$ cat src/rtl/count_seq_ctrl_if.sv
// Host-side command and status bundle for count_seq_ctrl.
// The host (master) issues run commands and run controls; the controller
// (slave) returns the handshake ready, the live count and the event pulses.
interface count_seq_ctrl_if #(
  parameter int WIDTH = 3
);
  logic             start_valid;
  logic             start_ready;
  logic [WIDTH-1:0] cfg_limit;
  logic             cfg_down;
  logic             cfg_reload;
  logic             pause;
  logic             abort;
  logic [WIDTH-1:0] count;
  logic             busy;
  logic             tc_pulse;
  logic             done;

  modport master (
    output start_valid, cfg_limit, cfg_down, cfg_reload, pause, abort,
    input  start_ready, count, busy, tc_pulse, done
  );

  modport slave (
    input  start_valid, cfg_limit, cfg_down, cfg_reload, pause, abort,
    output start_ready, count, busy, tc_pulse, done
  );
endinterface

$ cat src/rtl/count_seq_ctrl.sv
// Sequencing controller for a WIDTH-bit counter.
// A run command (limit, direction, reload mode) is accepted in IDLE over a
// valid/ready handshake. In RUN the counter steps from its start value to its
// terminal value, either once (then DONE for one cycle) or repeatedly.
// Every output is registered; busy and start_ready decode from the state.
// WIDTH must match the WIDTH of the connected interface instance.
module count_seq_ctrl #(
  parameter int WIDTH = 3
) (
  input  logic              clk,
  input  logic              rst,
  count_seq_ctrl_if.slave   bus
);

  typedef enum logic [1:0] {
    S_IDLE = 2'd0,
    S_RUN  = 2'd1,
    S_DONE = 2'd2
  } state_t;

  state_t           state_q, state_d;
  logic [WIDTH-1:0] count_q, count_d;
  logic [WIDTH-1:0] lim_q, lim_d;
  logic             down_q, down_d;
  logic             reload_q, reload_d;
  logic             tc_q, tc_d;
  logic             done_q, done_d;

  logic [WIDTH-1:0] start_val;
  logic [WIDTH-1:0] term_val;

  // Start and terminal values of the latched run: up runs 0..lim, down runs lim..0.
  always_comb begin
    start_val = down_q ? lim_q : '0;
    term_val  = down_q ? '0    : lim_q;
  end

  // Next-state, next-count and event decode; priority abort > pause > terminal/step.
  always_comb begin
    // NOTE: every variable gets a default first so no path leaves one unassigned,
    // which would otherwise infer a latch.
    state_d  = state_q;
    count_d  = count_q;
    lim_d    = lim_q;
    down_d   = down_q;
    reload_d = reload_q;
    tc_d     = 1'b0;
    done_d   = 1'b0;

    unique case (state_q)
      S_IDLE: begin
        if (bus.start_valid) begin
          lim_d    = bus.cfg_limit;
          down_d   = bus.cfg_down;
          reload_d = bus.cfg_reload;
          count_d  = bus.cfg_down ? bus.cfg_limit : '0;
          state_d  = S_RUN;
        end
      end

      S_RUN: begin
        if (bus.abort) begin
          state_d = S_IDLE;
          count_d = '0;
        end else if (bus.pause) begin
          // Hold everything; no events while paused.
          state_d = S_RUN;
        end else if (count_q == term_val) begin
          tc_d = 1'b1;
          if (reload_q) begin
            count_d = start_val;
          end else begin
            done_d  = 1'b1;
            state_d = S_DONE;
          end
        end else if (down_q) begin
          count_d = count_q - WIDTH'(1);
        end else begin
          count_d = count_q + WIDTH'(1);
        end
      end

      S_DONE: begin
        // One cycle only; an abort here still clears the count.
        state_d = S_IDLE;
        if (bus.abort) begin
          count_d = '0;
        end
      end

      default: begin
        state_d = S_IDLE;
        count_d = '0;
      end
    endcase
  end

  // State, counter, latched config and event registers with synchronous reset.
  always_ff @(posedge clk) begin
    // NOTE: sequential state uses non-blocking assignments so every register
    // samples the pre-edge values regardless of statement order.
    if (rst) begin
      state_q  <= S_IDLE;
      count_q  <= '0;
      lim_q    <= '0;
      down_q   <= 1'b0;
      reload_q <= 1'b0;
      tc_q     <= 1'b0;
      done_q   <= 1'b0;
    end else begin
      state_q  <= state_d;
      count_q  <= count_d;
      lim_q    <= lim_d;
      down_q   <= down_d;
      reload_q <= reload_d;
      tc_q     <= tc_d;
      done_q   <= done_d;
    end
  end

  assign bus.count       = count_q;
  assign bus.tc_pulse    = tc_q;
  assign bus.done        = done_q;
  assign bus.busy        = (state_q != S_IDLE);
  assign bus.start_ready = (state_q == S_IDLE);

endmodule
$ cat src/flat_wrapper.sv
// flat-port wrapper written by rule: the top's interface ports become plain ports
module count_seq_ctrl_flat 
#(
  parameter int WIDTH = 3
)
  (clk, rst, bus_start_valid, bus_cfg_limit, bus_cfg_down, bus_cfg_reload, bus_pause, bus_abort, bus_start_ready, bus_count, bus_busy, bus_tc_pulse, bus_done);
  count_seq_ctrl_if #(.WIDTH(WIDTH)) bus_i ();
  input  logic clk;
  input  logic rst;
  input wire logic [$bits(bus_i.start_valid)-1:0] bus_start_valid;
  input wire logic [$bits(bus_i.cfg_limit)-1:0] bus_cfg_limit;
  input wire logic [$bits(bus_i.cfg_down)-1:0] bus_cfg_down;
  input wire logic [$bits(bus_i.cfg_reload)-1:0] bus_cfg_reload;
  input wire logic [$bits(bus_i.pause)-1:0] bus_pause;
  input wire logic [$bits(bus_i.abort)-1:0] bus_abort;
  output wire logic [$bits(bus_i.start_ready)-1:0] bus_start_ready;
  output wire logic [$bits(bus_i.count)-1:0] bus_count;
  output wire logic [$bits(bus_i.busy)-1:0] bus_busy;
  output wire logic [$bits(bus_i.tc_pulse)-1:0] bus_tc_pulse;
  output wire logic [$bits(bus_i.done)-1:0] bus_done;
  assign bus_i.start_valid = bus_start_valid;
  assign bus_i.cfg_limit = bus_cfg_limit;
  assign bus_i.cfg_down = bus_cfg_down;
  assign bus_i.cfg_reload = bus_cfg_reload;
  assign bus_i.pause = bus_pause;
  assign bus_i.abort = bus_abort;
  assign bus_start_ready = bus_i.start_ready;
  assign bus_count = bus_i.count;
  assign bus_busy = bus_i.busy;
  assign bus_tc_pulse = bus_i.tc_pulse;
  assign bus_done = bus_i.done;
  count_seq_ctrl #(.WIDTH(WIDTH)) u_core (.clk(clk), .rst(rst), .bus(bus_i));
endmodule
$ cat config.mk
export PLATFORM = sky130hd
export DESIGN_NAME = count_seq_ctrl_flat
export DESIGN_NICKNAME = d
export VERILOG_FILES = /design/src/rtl/count_seq_ctrl_if.sv /design/src/rtl/count_seq_ctrl.sv /design/src/flat_wrapper.sv
export SDC_FILE = /design/constraint.sdc
export NUM_CORES = 1
export LEC_CHECK = 0
export ABC_AREA = 1
export BUFFER_PORTS_ARGS = -buffer_cell sky130_fd_sc_hd__buf_2
export CORE_ASPECT_RATIO = 0.9
export CORE_MARGIN = 1
export CORE_UTILIZATION = 28
export CTS_CLUSTER_DIAMETER = 100
export CTS_CLUSTER_SIZE = 28
export DETAILED_ROUTE_END_ITERATION = 7
export PLACE_DENSITY = 0.46
export SYNTH_ARGS = -nofsm -noshare
export SYNTH_HDL_FRONTEND = slang
export SYNTH_SLANG_ARGS = --single-unit
$ cat constraint.sdc
create_clock -name clk -period 1.4 [get_ports clk]
set_input_delay 0.07 -clock clk [delete_from_list [all_inputs] [get_ports clk]]
set_output_delay 0.07 -clock clk [all_outputs]
set_load 0.02 [all_outputs]
==> results.md <==
* Sw Pwr at 0.349 mW
* Die X-Extent at 57.2 um
* CTS Buf Count at 3
* H-tree levels at 1
* Placer Congestion at roughly 0.76
* Fraction of the mapped netlist area in compound gates at around 8%
* Crit path DAT at between 1.5 and 2 ns
* Post-synth EDFFs at 0
* Leakage at about 0.51 nW
* Capturing element type of the critical path: register
* Flops & latches, synth at 12
* Min-Delay Path Class: in2reg
* Global Route Usage Sum at 14.1%
* Status: complete, no violations
* Final nets at approximately 160
* GRT overflow at 0
* Adder-cell share of the synthesized area at between 2 and 3%
* Seq/Total Area, Yosys at 31.3%
* Yosys top cell area share at 31.3%
* Power density over the cells at 1000 mW/mm^2
* Final ANT Viol Nets at 0
* Slew at the pin closest to its max-slew limit at around 0.26 ns
* Drt drc at 0
* Worst Hold Launch: bus_cfg_limit[2]
* Fillers at around 270
* Clock transition at the registers of the reported paths at 0.08 ns
* Ys flop type: dfxtp_1
* WHS Endpoint: u_core.lim_q[2]
* Core footprint at around 0.0025 mm^2
* XOR/XNOR Fraction of Synth Area at 1.14%
* Vias at approximately 800
* Met3 Resource Use GR at 2.99%
* Root Buffer: clkbuf_4
* Final period util at ~96%
* Largest family of logic cells by synthesized area: simple AND/OR/NAND/NOR gates
* Port buffer count at 16
* CP startpoint kind: register
* Worst clock skew at 0.00551 ns
* Area Overhead vs Synth at 30.2%
* Seq pwr share at 39.5%
* GR peak layer: met2
* Final core occ at 39.4%
* Max Cap Viol at 0
* Reg2Reg Depth at 7
* Max Freq at approximately 0.74 GHz
* WL final at 1820 um
* CP required at about 1.6 ns
* Post-synthesis mux area share at 0%
* HPWL Detailed at 1440 um
* Internal power at around 0.65 mW
* Sw Ratio at between 30% and 40%
* Ys async rst share at 0%
* Post-synthesis instance area at about 770 um^2
* Worst R2R End: u_core.bus.count[1]
* Tot Pwr at ~1 mW
* Clock group share of total power at between 20 and 30%
* Syn_nets at around 130
* Hold Fails Final Rpt at 0
* FF/Latch Area at roughly 250 um^2
* CTS tree: done
* Synth unique cells at 22
* Clk buf depth at 2
* Fin Setup TNS at 0 ns
* Vias/cell at 4.60
* Proportion of layout cells with a drive suffix above 1 at approximately a third
* Comb pwr share at 31.7%
* Die area at around 0.003 mm^2
* Vias in the first global route at 700
* I/O Pins at 17
* Slew HR at 82.9%
* Synth top area cells: dfxtp_1 31%, nand2_1 17%, nand3_1 8.5%
* Clk sinks at 12
* Crit Reg-Reg Startpoint: u_core.bus.count[1]
* Antenna diodes at 0
* Ys Warns at 0
* Met2 Track Usage GR at a little over a fifth
* Simple-gate share of the synthesized area at between 40% and 50%
* Syn avg cell area at around 6.6 um^2
* Clock Latency Late Sink at 0.28 ns
* Worst IR Drop VDD at about 510 uV
* Pins Over Slew Limit at 0
* Min cycle time layout at around 1.3 ns
* Detailed Route Iter0 Violations at 4
* Unrepaired setup endpoints after global routing: true
* DR WL/cell at 10.6 um
* Count leader, synth: nand2_1
* Cells after Synth at 116
* Initial Utilization at approximately 30%
* Final Setup Violations at 0
* Placed cells at 163
* Reg2reg setup slack at between 0.05 and 0.06 ns
* First-pass GRT wire length at between 3000 and 4000 um
* Largest net degree at the start of global routing at 11
* M1 GR Usage at between 10% and 20%
* Hold Crit Depth at 3
* Crit path max fanout at 3
* Leading area contributor after synthesis: dfxtp_1
* Non-Filler Instances at 171
* Die Ht at about 52 um
* Antenna violations before repair at 0
* Rows at 17
* Multi-input combinational cell area at roughly 470 um^2
* Crit Path Category: reg2reg
* Synth cell count leaders: 34 x nand2_1, 13 x nand3_1, 12 x dfxtp_1
* 1st-pass router iterations at 4
-- layout make-up --
class                           count  area share, %
Clock buffer                        4           3.63
Tap cell                           28           3.51
Sequential cell                    12           25.3
Timing Repair Buffer               23           13.5
Multi-Input combinational cell     88           47.2
Inverter                           16           6.77
-- power by group through the flow --
stage,Combinational [mW],Clock [mW],Sequential (mW)
final,0.317,0.288,0.395
after global routing,0.361,0.308,0.400
after CTS,0.304,0.295,0.395
after global placement,0.299,0,0.402
after floorplan,0.209,0,0.404
after detailed placement,0.301,0,0.402
-- cells by family after synthesis --
family | after synthesis
xor gates and xnor gates | 1
AOI/OAI and AO/OA | 12
buffers and inverters | 16
DFF | 12
adders and majority gates | 1
and+or+nand+nor | 74
-- placed cells by master, fill, tap and decap left out, drive strengths merged --
cell	count
fa	1
nand3	15
inv	15
nand4	2
nor3	1
xnor2	1
or2	2
a21oi	6
o21ai	6
dfxtp	12
nor2	14
clkinv	1
clkbuf	4
buf	22
nand2	40
dlygate4sd3	1
-- metrics by stage --
stage,worst slack [ns],hold WS [ns],cell area (um^2)
6_report,0.0561,0.0282,998
5_1_grt,-0.0444,0.0508,998
4_1_cts,0.0102,0.0233,953
3_5_place_dp,-0.00600,0.284,905
3_3_place_gp,-0.0201,0.284,905
2_1_floorplan,0.0146,0.139,767
-- layer usage --
metal  up-vias  routed length, um
met5         -                  0
met3         5                 49
met1       347                946
li1        423                  -
met2        12                784
met4         0                 34
-- state kept, by name, indices dropped and copies added, names as in the netlist --
name	count
u_core.bus.count	3
u_core.lim_q	3
u_core.state_q	2
u_core.bus.done	1
u_core.bus.tc_pulse	1
u_core.down_q	1
u_core.reload_q	1
-- worst max path at each step --
| stage | cells after the start | endpoint | start | slack, ns |
|---|---|---|---|---|
| final | 7 | u_core.bus.count[1] | u_core.bus.count[1] | 0.06 |
| after global routing | 7 | u_core.bus.count[1] | u_core.bus.count[1] | -0.04 |
| after CTS | 7 | u_core.bus.count[2] | u_core.bus.count[0] | 0.01 |
| after detailed placement | 7 | u_core.bus.count[2] | u_core.bus.count[0] | -0.006 |
| after global placement | 9 | u_core.bus.count[2] | u_core.down_q | -0.02 |
| after floorplan | 7 | u_core.bus.count[1] | u_core.bus.count[0] | 0.01 |
-- worst max-delay path, cell delays in order (launching register included) --
cell and delay (ns):
dfxtp_4 0.36, fa_1 0.54, inv_1 0.04, nand2_1 0.05
nand3_1 0.06, nand2_1 0.07, nand2_1 0.04, a21oi_1 0.11
-- repair_timing --
| action | 4_1_cts | 5_1_grt |
|---|---|---|
| endpoints found under the hold margin | 3 | 0 |
| pin swaps | 0 | 6 |
| buffers inserted | 0 | 3 |
| hold buffers | 1 | 0 |
| setup endpoints to repair | 3 | 5 |
| gates resized for setup | 2 | 9 |
(Power assumes the default switching activity.)
